==> src/rtl/hazard_scoreboard.sv <==
// Hazard and scoreboard control for the 5-stage RV32 pipeline.
// Produces operand forwarding selects and stage stall/flush controls. It tracks
// destination registers of in-flight long-latency (MDU) ops with a per-register
// busy scoreboard and an outstanding-op counter, and runs a memory-wait watchdog.
// Stall, flush and forward outputs are combinational; scoreboard, counter and
// watchdog outputs are registered.
module hazard_scoreboard #(
   parameter int unsigned NREGS       = 32,
   parameter int unsigned RAW         = $clog2(NREGS),
   parameter int unsigned LONG_MAX    = 2,
   parameter int unsigned MEM_TIMEOUT = 255
) (
   input  logic             clk_i,
   input  logic             rst_ni,
   input  logic [RAW-1:0]   rs1D_addr_i,
   input  logic [RAW-1:0]   rs2D_addr_i,
   input  logic [RAW-1:0]   rdD_addr_i,
   input  logic             rdD_wr_ena_i,
   input  logic             long_opD_i,
   input  logic [RAW-1:0]   rs1E_addr_i,
   input  logic [RAW-1:0]   rs2E_addr_i,
   input  logic [RAW-1:0]   rdE_addr_i,
   input  logic             is_loadE_i,
   input  logic             is_memE_i,
   input  logic             long_issueE_i,
   input  logic [RAW-1:0]   rdM_addr_i,
   input  logic [RAW-1:0]   rdW_addr_i,
   input  logic             rdM_wr_ena_i,
   input  logic             rdW_wr_ena_i,
   input  logic             long_done_i,
   input  logic [RAW-1:0]   long_rd_i,
   input  logic             mem_done_i,
   input  logic             wrong_branch_i,
   output logic [1:0]       forwardAE_o,
   output logic [1:0]       forwardBE_o,
   output logic             stallF_o,
   output logic             stallD_o,
   output logic             stallE_o,
   output logic             stallM_o,
   output logic             stallW_o,
   output logic             flushD_o,
   output logic             flushE_o,
   output logic [NREGS-1:0] busy_o,
   output logic [2:0]       outstanding_o,
   output logic             mem_timeout_o,
   output logic             err_o
);

   localparam int unsigned CW = 3;
   localparam int unsigned WW = $clog2(MEM_TIMEOUT + 1);
   localparam logic [CW-1:0] CNT_MAX  = CW'(LONG_MAX);
   localparam logic [WW-1:0] WD_LIMIT = WW'(MEM_TIMEOUT);

   localparam logic [1:0] FWD_NONE = 2'b00;
   localparam logic [1:0] FWD_W    = 2'b01;
   localparam logic [1:0] FWD_M    = 2'b10;

   // Registered state
   logic [NREGS-1:0] busy_q, busy_d;
   logic [CW-1:0]    count_q, count_d;
   logic [WW-1:0]    wdog_q, wdog_d;
   logic             tmo_q, tmo_d;
   logic             err_q, err_d;

   // Hazard terms
   logic             mem_stall;
   logic             lw_stall;
   logic             sb_stall;
   logic             raw_hazard;
   logic             waw_hazard;
   logic             struct_hazard;
   logic             issue_acc;
   logic             done_eff;
   logic [NREGS-1:0] issue_mask;
   logic [NREGS-1:0] done_mask;
   logic [NREGS-1:0] eff_busy;
   logic [CW:0]      pending_long;

   // Forward select for one execute operand; M is younger so it wins over W
   function automatic logic [1:0] fwd_sel(
      input logic [RAW-1:0] rs,
      input logic [RAW-1:0] rd_m,
      input logic           we_m,
      input logic [RAW-1:0] rd_w,
      input logic           we_w
   );
      logic [1:0] sel;
      sel = FWD_NONE;
      if (rs != '0) begin
         if (we_m && (rd_m == rs)) begin
            sel = FWD_M;
         end else if (we_w && (rd_w == rs)) begin
            sel = FWD_W;
         end
      end
      return sel;
   endfunction

   // Operand forwarding muxes
   always_comb begin
      forwardAE_o = fwd_sel(rs1E_addr_i, rdM_addr_i, rdM_wr_ena_i, rdW_addr_i, rdW_wr_ena_i);
      forwardBE_o = fwd_sel(rs2E_addr_i, rdM_addr_i, rdM_wr_ena_i, rdW_addr_i, rdW_wr_ena_i);
   end

   // One-hot views of the issuing and completing long-op destinations
   always_comb begin
      issue_mask = '0;
      done_mask  = '0;
      if (long_issueE_i && (rdE_addr_i != '0)) begin
         issue_mask[rdE_addr_i] = 1'b1;
      end
      if (long_done_i) begin
         done_mask[long_rd_i] = 1'b1;
      end
   end

   // Effective busy: committed busy plus an op dispatching now, minus one retiring now.
   // The dispatching op is counted regardless of stallE to keep this free of loops.
   always_comb begin
      eff_busy    = (busy_q | issue_mask) & ~done_mask;
      eff_busy[0] = 1'b0;
   end

   // Hazard detection terms
   always_comb begin
      mem_stall     = is_memE_i & ~mem_done_i;
      lw_stall      = is_loadE_i & (rdE_addr_i != '0) &
                      ((rdE_addr_i == rs1D_addr_i) | (rdE_addr_i == rs2D_addr_i));
      raw_hazard    = eff_busy[rs1D_addr_i] | eff_busy[rs2D_addr_i];
      waw_hazard    = rdD_wr_ena_i & eff_busy[rdD_addr_i];
      pending_long  = {1'b0, count_q} + {{CW{1'b0}}, long_issueE_i};
      struct_hazard = long_opD_i & (pending_long >= {1'b0, CNT_MAX});
      sb_stall      = raw_hazard | waw_hazard | struct_hazard;
   end

   // Stall/flush priority: memory wait, then branch redirect, then decode hazards
   always_comb begin
      stallF_o = 1'b0;
      stallD_o = 1'b0;
      stallE_o = 1'b0;
      stallM_o = 1'b0;
      stallW_o = 1'b0;
      flushD_o = 1'b0;
      flushE_o = 1'b0;
      if (mem_stall) begin
         stallF_o = 1'b1;
         stallD_o = 1'b1;
         stallE_o = 1'b1;
         stallM_o = 1'b1;
         stallW_o = 1'b1;
      end else if (wrong_branch_i) begin
         flushD_o = 1'b1;
         flushE_o = 1'b1;
      end else if (lw_stall | sb_stall) begin
         stallF_o = 1'b1;
         stallD_o = 1'b1;
         flushE_o = 1'b1;
      end
   end

   // Scoreboard update; a set for the same register wins over a same-cycle clear
   always_comb begin
      issue_acc = long_issueE_i & ~stallE_o;
      busy_d    = busy_q & ~done_mask;
      if (issue_acc) begin
         busy_d = busy_d | issue_mask;
      end
      busy_d[0] = 1'b0;
   end

   // Outstanding-op counter: saturating up, ignore completions at zero
   always_comb begin
      done_eff = long_done_i & (count_q != '0);
      count_d  = count_q;
      unique case ({issue_acc, done_eff})
         2'b10: begin
            if (count_q < CNT_MAX) begin
               count_d = count_q + CW'(1);
            end
         end
         2'b01:   count_d = count_q - CW'(1);
         default: count_d = count_q;
      endcase
   end

   // Memory-wait watchdog: count stall cycles, pulse once at the limit, then hold
   always_comb begin
      wdog_d = '0;
      tmo_d  = 1'b0;
      err_d  = err_q;
      if (mem_stall) begin
         wdog_d = wdog_q;
         if (wdog_q != WD_LIMIT) begin
            wdog_d = wdog_q + WW'(1);
         end
         if (wdog_q == (WD_LIMIT - WW'(1))) begin
            tmo_d = 1'b1;
            err_d = 1'b1;
         end
      end
   end

   // State registers
   always_ff @(posedge clk_i or negedge rst_ni) begin
      if (!rst_ni) begin
         busy_q  <= '0;
         count_q <= '0;
         wdog_q  <= '0;
         tmo_q   <= 1'b0;
         err_q   <= 1'b0;
      end else begin
         busy_q  <= busy_d;
         count_q <= count_d;
         wdog_q  <= wdog_d;
         tmo_q   <= tmo_d;
         err_q   <= err_d;
      end
   end

   // Registered status outputs
   always_comb begin
      busy_o        = busy_q;
      outstanding_o = count_q;
      mem_timeout_o = tmo_q;
      err_o         = err_q;
   end

endmodule
==> config.mk <==
export PLATFORM = sky130hd
export DESIGN_NAME = hazard_scoreboard
export DESIGN_NICKNAME = d
export VERILOG_FILES = /design/src/rtl/hazard_scoreboard.sv
export SDC_FILE = /design/constraint.sdc
export NUM_CORES = 1
export LEC_CHECK = 0
export BUFFER_PORTS_ARGS = -buffer_cell sky130_fd_sc_hd__buf_2
export CORE_MARGIN = 8
export CORE_UTILIZATION = 40
export DETAILED_ROUTE_END_ITERATION = 8
export PLACE_DENSITY_LB_ADDON = 0.12
export REMOVE_ABC_BUFFERS = 1
export SYNTH_ARGS = -nofsm -noshare
export SYNTH_HDL_FRONTEND = slang
export SYNTH_SLANG_ARGS = --single-unit
==> constraint.sdc <==
create_clock -name clk_i -period 3.6 [get_ports clk_i]
set_input_delay 0.18 -clock clk_i [delete_from_list [all_inputs] [get_ports clk_i]]
set_output_delay 0.18 -clock clk_i [all_outputs]
set_load 0.02 [all_outputs]
==> reports/metrics.yaml, run 1 <==
worst_setup_path:
  slowest_delay_ns: 0.50
  cp_max_fo: 17
  critPathLaunchType: "primary input"
  crit_arrival_ns: 2.62
  crit_chain: "buf_2 > nand4bb_1 > nor2_2 > nor3_1 > a2111oi_0 > nor4_1 > a211o_1 > nor3_1 > a31oi_1 > buf_2"
  critPathLaunch: "long_done_i"
  cp-end-kind: "primary output"
  cp_slowest_cell: "a2111oi_0"
  crit_type: "in2out"
  rr_startpoint: "outstanding_o[1]"
  worstPathRequired_ns: 3.42
  worst-path-buf-inv: 2
  critPathTopFamily: "simple AND/OR/NAND/NOR gates"
clocking:
  cts-root-buf: "clkbuf_8"
  insertion_delay_ns: 0.29
  post-cts-setup-buffers: 0
  cts_sinks: 44
  clk_path_buf_depth: 2
  clkTransAtPathRegs_ns: 0.09
  cts_hold_buf: 0
  cts_tree: "done"
  cts_made_buffers: 5
  cts_resized: 0
  htreeDepth: 2
power:
  pwr-share-clk_pct: 22.9
  cellPowerDensity_mw_per_mm2: 411
  p_switching_uw: 801
  comb_power_share_pct: 42.2
  swShare_pct: 41.1
  leakage_nw: 1.98
  ir_worst_vdd_uv: 239
  seq_power_share_pct: 34.9
  finalPower_mw: 1.95
  internal_power_mw: 1.15
finish:
  finish.utilization_pct: 46.2
  drive_gt1_share_pct: 24.5
  final_cells: 729
  final_cell_mix: "103 x buf_2, 73 x o21ai_0, 46 x a21oi_1"
  layout.nets: 655
  syn_to_final_growth_pct: 13.1
  n_antenna_cell: 0
  layout_commonest_cell: "buf_2"
  design_area_mm2: 0.00475
route:
  wl_um: 14900
  ant_nets: 0
  drc: 0
  drt_iter0_drc: 461
  dr.pass1.iters: 5
  wl_per_cell_um: 20.4
  via_per_inst: 6.17
  num_vias: 4499
sta:
  setup_violations: 0
  post-route-min-period_ns: 2.80
  drv_slew: 0
  holdWs_ns: 0.0448
  hold_viol_final: 0
  fin_crit_sh_pct: 77.7
  setup_slack_ns: 0.803
  skew_ns: 0.00895
  fmax_mhz: 357
  max_slew.worst_pin.slew_ns: 0.992
  slew_headroom_pct: 33.9
  rsz0062_at_grt: "no"
  fin_tns_setup_ns: 0
placement:
  dp_hpwl_um: 11500
  pre_cts_ws_ns: 0.853
  io_buffers: 103
  gp_congestion: 0.920
  placed_cells_incl_taps: 722
  placed_area_mm2: 0.00462
global_route:
  grt_usage_pct: 20.5
  grt_antenna_before_repair: 0
  met3_usage_pct: 4.33
  grt_pass1_wl_um: 23800
  grt_pass1_vias: 4441
  grt_util_met1_pct: 26.9
  met2_usage_pct: 33.8
  busiest_layer: "met2"
  grt_overflow: 0
  grt_max_degree: 45
yosys:
  synth_edf_count: 0
  yosys_warnings: 0
  syn-instance-count: 526
  async_flop_share_pct: 100
  ys_seq_elements: 44
  synth_cell_types: 76
  syn_area_per_cell_um2: 7.98
  syn_area_mm2: 0.00420
  synth_ff_type: "dfrtp_1"
  seq_area_frac_synth_pct: 26.2
floorplan:
  core_mm2: 0.0103
  die_area_mm2: 0.0140
  rows: 37
  io_pins: 105
  floorplan.initialDensity_pct: 40.9
  die_h_um: 118
  dieWidth_um: 118
worst_hold_path:
  hold_path.class: "in2async"
run:
  cap_violations: 0
run_status:
  status: "finished clean"
-- power groups by stage --
stage | clock (mW) | sequential [mW] | combinational [mW]
5_1_grt | 0.472 | 0.693 | 0.906
2_1_floorplan | 0 | 0.756 | 0.405
4_1_cts | 0.454 | 0.677 | 0.822
3_5_place_dp | 0 | 0.687 | 0.816
6_report | 0.446 | 0.680 | 0.823
3_3_place_gp | 0 | 0.686 | 0.813
-- path summary, 6_finish.rpt --
path	slack, ns	depth (start not counted)	endpoint
min reg2reg	0.47	1	err_o
min	0.04	1	busy_o[8]
max reg2reg	1.74	5	outstanding_o[1]
max in group asynchronous	2.94	1	busy_o[2]
max	0.80	10	stallF_o
min in group clk_i	0.29	2	outstanding_o[1]
-- flip-flops by register name (all words and copies together), names as in the netlist --
signal	flops
busy_o	31
mem_timeout_o	1
wdog_q	8
err_o	1
outstanding_o	3
-- layout make-up --
cell class	count	area (µm²)
fill	1073	5530
tap	136	170
clock buffer	5	68.8
clock inverter	2	60.1
sequential	44	1100
multi-input combinational	426	2780
timing repair buffer	104	523
inverter	12	45.0
-- cells in the mapped netlist (3+ instances only) --
cell type,count,area (µm²)
nor3_1,22,110
nand3b_1,8,60.1
o32ai_1,6,52.6
a221oi_1,3,26.3
buf_2,12,60.1
nand2_1,31,116
and3_1,5,31.3
nand4_1,5,31.3
o211ai_1,4,30.0
nor2_1,44,165
or3_1,3,18.8
buf_4,7,52.6
mux4_2,6,135
a31oi_1,10,62.6
nor2_2,3,18.8
and3b_1,4,35.0
buf_6,9,101
a211oi_1,5,37.5
a2111oi_0,3,26.3
clkbuf_1,15,56.3
nand3_1,13,65.1
a311oi_1,3,26.3
nand2b_1,5,31.3
o311ai_0,3,26.3
nor2b_1,7,43.8
o2111ai_1,4,35.0
nor4_1,9,56.3
inv_1,12,45.0
dfrtp_1,44,1100
o21ai_0,73,365
xnor2_1,14,123
mux2_2,3,33.8
ha_1,4,50.1
o21ai_1,4,20.0
a21oi_2,3,26.3
a21oi_1,46,230
xor2_1,19,166
-- cell families (layout without fill, tap and decap cells) --
group / after synthesis / in the layout / synth area share, %
simple gates: 190 / 190 / 26.2
flops: 44 / 44 / 26.2
buf+inv: 56 / 123 / 7.60
other cells: 1 / 1 / 0.0893
mux: 11 / 11 / 4.50
xor+xnor: 33 / 33 / 6.88
fa+ha+maj: 5 / 5 / 1.67
compound gates: 186 / 186 / 26.9
-- routing by layer --
| metal | part of all wire [%] | up-vias |
|---|---|---|
| met5 | 0 | - |
| met2 | 46 | 215 |
| li1 | - | 2077 |
| met4 | 1.4 | 0 |
| met3 | 8.9 | 19 |
| met1 | 43 | 2188 |
Note: power is estimated with default switching activity, not from simulation.
==> run 2, diff against run 1 <==
ABC_AREA = 1   (was default)
clock period = 2.4 ns   (was 3.6 ns; I/O delays follow)
==> run 2 against run 1 <==
  * Synthesized cell count grew 33%
  * Combinational power grew 59%
  * Utilization grew 3.6 points
  * Register-to-register slack lost 1.3 ns
  * Sequential power grew 44%
  * Clock power grew 37%
  * Global-route usage grew 4.4 points
  * Critical endpoint is now stallD_o
==> reports/metrics.yaml, run 2 <==
sta:
  hold_viol_final: 0  # unchanged
  max_slew.worst_pin.slew_ns: 0.561  # -0.431 ns
  fmax_mhz: 434
  slew_headroom_pct: 62.6  # +29 points
  setup_slack_ns: 0.0958  # -0.707 ns
  fin_crit_sh_pct: 96.0
  drv_slew: 0  # unchanged
  setup_violations: 0  # unchanged
  post-route-min-period_ns: 2.30
  skew_ns: 0.000639  # -0.00831 ns
clocking:
  clkTransAtPathRegs_ns: 0.10  # about the same
  htreeDepth: 2  # unchanged
  cts-root-buf: "clkbuf_8"
  cts_sinks: 44  # unchanged
  clk_path_buf_depth: 2  # unchanged
  cts_tree: "done"
  post-cts-setup-buffers: 0  # unchanged
  insertion_delay_ns: 0.31  # +0.02 ns
  cts_made_buffers: 5  # unchanged
worst_setup_path:
  crit_chain: "ha_2 > ha_4 > inv_1 > nor2_1 > o31ai_4 > nand2_1 > a21oi_1 > nand3_1 > nand2_1 > nand2_2 > buf_6"
  worst-path-buf-inv: 2  # unchanged
  worstPathRequired_ns: 2.28  # -1.14 ns
  critPathTopFamily: "simple AND/OR/NAND/NOR gates"
  cp-end-kind: "primary output"
  cp_max_fo: 2  # -15
  cp_common_cell: "nand2_1"
  crit_arrival_ns: 2.18  # -0.44 ns
  cp_slowest_cell: "dfrtp_1"
  crit_type: "reg2out"
  critPathLaunchType: "flip-flop"
  slowest_delay_ns: 0.43  # -0.07 ns
yosys:
  synth_cell_types: 38  # -50%
  yosys-top-cells-count: "252 x nand2_1, 116 x nand3_1, 90 x inv_1, 56 x nor2_1, 44 x dfrtp_1"
  ys_seq_elements: 44  # unchanged
  syn_area_mm2: 0.00411  # -2.2%
  synth_mux_area_share_pct: 0.518  # -4.0 points
  synth_edf_count: 0  # unchanged
  yosys.area.top_type: "dfrtp_1"
  synthAdderAreaFrac_pct: 1.71  # +0.038 points
  post-synth-top-count-cell: "nand2_1"
  seq_area_frac_synth_pct: 26.8  # +0.60 points
  syn_area_per_cell_um2: 5.89  # -26%
  syn-instance-count: 697  # +33%
  synthSimpleGateAreaFrac_pct: 46.9  # +21 points
  synth_top_family_by_area: "simple AND/OR/NAND/NOR gates"
  synth_top_area_share_pct: 26.8  # +0.60 points
  synth_ff_type: "dfrtp_1"
  synth_xor_area_share_pct: 3.84  # -3.0 points
  yosys_warnings: 0  # unchanged
  async_flop_share_pct: 100  # unchanged
  yosys-top-cells-area: "dfrtp_1 27%, nand2_1 23%, nand3_1 14%"
  synth_compound_area_share_pct: 9.08  # -18 points
power:
  internal_power_mw: 1.63  # +42%
  swShare_pct: 43.7  # +2.6 points
  comb_power_share_pct: 45.2  # +3.0 points
  p_switching_mw: 1.27  # +58%
  cellPowerDensity_mw_per_mm2: 575  # +40%
  seq_power_share_pct: 33.7  # -1.2 points
  ir_worst_vdd_uv: 493  # +110%
  leakage_nw: 2.72  # +38%
  finalPower_mw: 2.90  # +49%
  pwr-share-clk_pct: 21.0  # -1.9 points
global_route:
  grt_usage_pct: 24.9  # +4.4 points
  grt_pass1_wl_um: 27700  # +16%
  grt_antenna_before_repair: 0  # unchanged
  grt_max_degree: 27  # -40%
  grt_pass1_vias: 5240  # +18%
  grt_overflow: 0  # unchanged
placement:
  pre_cts_ws_ns: 0.238  # -0.615 ns
  dp_hpwl_um: 13500  # +17%
  io_buffers: 103  # unchanged
  gp_congestion: 1.01  # +9.3%
route:
  met1Wirelength_um: 6910  # +7.5%
  num_vias: 5080  # +13%
  ant_nets: 0  # unchanged
  wl_um: 17500  # +18%
  top_layer: "met4"
  via_per_inst: 5.36  # -13%
  wl_met2_um: 8350  # +21%
  dr.pass1.iters: 7  # +2
  drc: 0  # unchanged
  dr_wl_met3_um: 1620  # +22%
  wl_per_cell_um: 18.5  # -9.3%
  drt_iter0_drc: 408  # -11%
run:
  cap_violations: 0  # unchanged
finish:
  syn_to_final_growth_pct: 22.9
  final_cell_mix: "250 x nand2_1, 116 x nand3_1, 101 x buf_2"
  largest_reg_flops: 31  # unchanged
  layout_commonest_cell: "nand2_1"
  drive_gt1_share_pct: 19.0  # -5.5 points
  layout.nets: 872  # +33%
  fillers: 1131  # +5.4%
  n_antenna_cell: 0  # unchanged
floorplan:
  dieWidth_um: 117  # -0.97%
  io_pins: 105  # unchanged
  core_mm2: 0.0101  # -1.4%
  rows: 37  # unchanged
  die_area_mm2: 0.0138  # -1.9%
  floorplan.initialDensity_pct: 40.5  # -0.37 points
  die_h_um: 117  # -0.97%
worst_hold_path:
  hold_path.class: "in2reg"
run_status:
  status: "finished clean"
[run 2: changes by cell type after synthesis, moves of 7 or more]
cell,delta
inv_1,+78
nor2b_1,-7
a31oi_1,-10
nand3_1,+103
xnor2_1,-9
a21oi_1,-38
nor3_1,-17
nand2_1,+221
buf_6,-9
nor2_1,+12
o21ai_0,-40
clkbuf_1,-10
[run 2: tightest hold or removal path: stages]
cell and delay [ns]:
buf_2 0.16, nor3_1 0.06, nand2_1 0.07, o21ai_0 0.07
[run 2: metrics by stage]
step / std cells / setup TNS [ns] / instance area (µm²) / hold slack, ns / util [%]
floorplan: 679 / -0.297 / 4010 / -0.176 / -
global placement: 938 / 0 / 4860 / 0.128 / 47.9
detailed placement: 938 / 0 / 4860 / 0.139 / 47.9
CTS: 947 / 0 / 4990 / 0.190 / 49.2
global route: 947 / -0.0339 / 5040 / 0.231 / 49.8
finish: 947 / 0 / 5040 / 0.200 / 49.8
[run 2: final cells by class]
| class | instances | area (µm²) | share of cell area (%) |
|---|---|---|---|
| multi-input combinational | 540 | 2610 | 51.7 |
| sequential | 44 | 1100 | 21.8 |
| timing repair buffer | 124 | 701 | 13.9 |
| inverter | 95 | 357 | 7.07 |
| tap | 136 | 170 | 3.37 |
| clock buffer | 6 | 72.6 | 1.44 |
| clock inverter | 2 | 35.0 | 0.694 |
[run 2: path summary, 6_finish.rpt]
check	from	to	slack (ns)	cells after the start
max in group asynchronous	rst_ni	wdog_q[0]	1.34	3
min in group asynchronous	rst_ni	busy_o[27]	0.31	2
min reg2reg	err_o	err_o	0.48	1
max	outstanding_o[0]	stallD_o	0.1	11
max reg2reg	outstanding_o[0]	outstanding_o[2]	0.46	7
min	rdE_addr_i[3]	busy_o[1]	0.20	4
[run 2: power by group through the flow]
stage	Combinational [mW]	Clock, mW	Sequential (mW)
finish	1.31	0.611	0.979
floorplan	0.599	0	1.11
detailed placement	1.24	0	0.990
CTS	1.28	0.623	0.975
global route	1.46	0.647	0.995
global placement	1.24	0	0.982
[run 2: timing repair]
item / 4_1_cts / 5_1_grt
resized for setup: 2 / 15
pin swaps: 0 / 6
hold endpoints to repair: 21 / 0
hold buffers: 1 / 0
cloned: 0 / 0
endpoints found under the setup margin: 3 / 3
[run 2: routing by layer]
layer | vias up | GRT usage [%]
met5 | - | 0
met4 | 0 | 10.5
met3 | 51 | 4.94
met2 | 270 | 42.4
met1 | 2320 | 29.8
li1 | 2439 | -
[run 2: kinds of logic (layout without fill, tap and decap cells)]
group,count (synthesis),in the layout
buf+inv,113,227
xor+xnor,18,18
fa+ha+maj,5,5
simple gates,451,451
compound gates,63,63
other cells,1,1
flops,44,44
mux,2,2
==> run 3, diff against run 2 <==
clock period = 1.9 ns   (was 2.4 ns; I/O delays follow)
==> run 3 against run 2 <==
  * The run now ends with setup timing left
  * Critical path depth shrank 1
  * Clock power grew 26%
  * Design area grew 15%
  * Count of clock-buffer cells in the layout is the same
  * Sequential power grew 25%
  * Cell count grew 9.0%
  * Via count grew 6.7%
  * Total power grew 31%
  * Register-to-register slack lost 0.36 ns
  * Setup slack lost 0.35 ns
  * Clock skew grew 0.0067 ns
==> reports/metrics.yaml, run 3 (synthesized netlist as in run 2, its figures left out) <==
run_status:
  violations: "setup timing"
  status: "finished, violations left"
sta:
  setup_slack_ns: -0.255  # -0.351 ns
  fin_tns_setup_ns: -0.754  # -0.754 ns
  fin_crit_sh_pct: 113
  slew_headroom_pct: 54.7  # -7.9 points
  max_slew.worst_pin.slew_ns: 0.677  # +0.116 ns
  rsz0062_at_grt: "yes"
  post-route-min-period_ns: 2.15
  hold_viol_final: 0  # unchanged
  fmax_mhz: 464
  drv_slew: 0  # unchanged
  skew_ns: 0.00734  # +0.00670 ns
  setup_violations: 3  # +3
worst_setup_path:
  crit_chain: "ha_2 > ha_4 > a21oi_2 > o31ai_4 > nand2_1 > a21oi_2 > nand3_2 > nand2_2 > nand2_2 > buf_6"
  cp_slowest_cell: "dfrtp_1"
  critPathTopFamily: "compound AO/OA/AOI/OAI gates"
  slowest_delay_ns: 0.38  # -0.05 ns
  cp-end-kind: "primary output"
  cp_max_fo: 2  # unchanged
  crit_type: "reg2out"
  critPathLaunchType: "flip-flop"
  crit_arrival_ns: 2.06  # -0.12 ns
  worstPathRequired_ns: 1.80  # -0.48 ns
  worst-path-buf-inv: 1  # -1
clocking:
  cts_made_buffers: 5  # unchanged
  htreeDepth: 2  # unchanged
  clk_path_buf_depth: 2  # unchanged
  cts-root-buf: "clkbuf_8"
  cts_sinks: 44  # unchanged
  insertion_delay_ns: 0.31  # about the same
  clkTransAtPathRegs_ns: 0.10  # about the same
  cts_tree: "done"
floorplan:
  dieWidth_um: 117  # unchanged
  io_pins: 105  # unchanged
  die_area_mm2: 0.0138  # unchanged
  rows: 37  # unchanged
  die_h_um: 117  # unchanged
  core_mm2: 0.0101  # unchanged
  floorplan.initialDensity_pct: 40.5  # unchanged
global_route:
  grt_usage_pct: 25.0  # +0.11 points
  grt_overflow: 0  # unchanged
  grt_max_degree: 25  # -7.4%
  grt_antenna_before_repair: 0  # unchanged
  grt_pass1_wl_um: 27800  # +0.62%
  grt_pass1_vias: 5411  # +3.3%
finish:
  layout.nets: 957  # +9.7%
  n_antenna_cell: 0  # unchanged
  final_cells: 1032  # +9.0%
  finish.utilization_pct: 57.2  # +7.4 points
  largest_reg_flops: 31  # unchanged
  drive_gt1_share_pct: 27.3  # +8.4 points
  layout_commonest_cell: "nand2_1"
  final_cell_mix: "250 x nand2_1, 112 x nand3_1, 100 x buf_2"
  syn_to_final_growth_pct: 41.3
power:
  leakage_nw: 3.16  # +16%
  ir_worst_vdd_uv: 662  # +34%
  cellPowerDensity_mw_per_mm2: 656  # +14%
route:
  wl_per_cell_um: 17.3  # -6.3%
  drc: 0  # unchanged
  dr_wl_met3_um: 1260  # -23%
  met1Wirelength_um: 7320  # +5.9%
  via_per_inst: 5.25  # -2.1%
  drt_iter0_drc: 378  # -7.4%
  wl_um: 17900  # +2.1%
  wl_met2_um: 8600  # +3.0%
  dr.pass1.iters: 5  # -2
  num_vias: 5422  # +6.7%
  top_layer: "met4"
  ant_nets: 0  # unchanged
placement:
  dp_hpwl_um: 14000  # +4.2%
  placed_cells_incl_taps: 1021  # +8.8%
  gp_congestion: 1.01  # about the same
  pre_cts_ws_ns: -0.253  # -0.491 ns
  io_buffers: 103  # unchanged
worst_hold_path:
  hold_path.class: "in2reg"
run:
  cap_violations: 0  # unchanged
[run 3: cell count changes in the layout (fill, tap and decap cells not counted), moves of 2 or more]
cell / change
buf_4: +78
buf_12: +7
nand3_1: -4
nand3_2: +4
nor2_4: -2
[run 3: path summary, 6_finish.rpt]
| path | from | end | slack (ns) | depth (start not counted) |
|---|---|---|---|---|
| max in group asynchronous | rst_ni | busy_o[12] | 1.03 | 3 |
| setup reg to reg | outstanding_o[0] | outstanding_o[2] | 0.10 | 7 |
| hold / removal | rdE_addr_i[1] | busy_o[1] | 0.22 | 4 |
| hold reg to reg | err_o | err_o | 0.48 | 1 |
| min in group asynchronous | rst_ni | busy_o[16] | 0.31 | 2 |
| setup / recovery | outstanding_o[0] | stallF_o | -0.25 | 10 |
[run 3: cell type report]
| type | count | area [µm²] |
|---|---|---|
| fillers | 1040 | 4340 |
| multi-input cells | 540 | 2630 |
| inverters | 95 | 357 |
| repair buffers | 209 | 1430 |
| well taps | 136 | 170 |
| clock buffers | 6 | 72.6 |
| clock inverters | 2 | 35.0 |
| flip-flops and latches | 44 | 1100 |
[run 3: metal layers]
| layer | track usage (%) | up-vias |
|---|---|---|
| met5 | 0 | - |
| met4 | 10.1 | 0 |
| met3 | 4.22 | 59 |
| met2 | 43.6 | 240 |
| met1 | 29.8 | 2501 |
| li1 | - | 2622 |
[run 3: through the flow]
step                power, mW  hold WS, ns  area, µm²
floorplan                2.16       -0.201       4010
global placement         2.87        0.101       5570
detailed placement       2.91        0.118       5570
CTS                      3.79        0.221       5760
global route             4.02        0.274       5800
finish                   3.80        0.223       5800
[run 3: worst reg2reg max path, delay by kind of cell, from the launching register on]
kind,cells,cell delay (ns)
simple gates,1,0.12
compound gates,1,0.16
xor+xnor,1,0.14
mux,1,0.29
fa+ha+maj,1,0.39
flops,1,0.38
buf+inv,2,0.22
[run 3: repair_timing]
action,in CTS,in global routing
pin swaps,6,6
endpoints found under the hold margin,20,0
gates resized for setup,17,8
setup endpoints to repair,4,5
setup buffers,1,1
hold buffers,1,0
gates cloned,0,0
[run 3: power breakdown]
group	switching, mW	internal [mW]	total, mW
sequential	0.133	1.09	1.22
clock	0.376	0.392	0.768
combinational	1.12	0.692	1.81
total	1.63	2.17	3.80
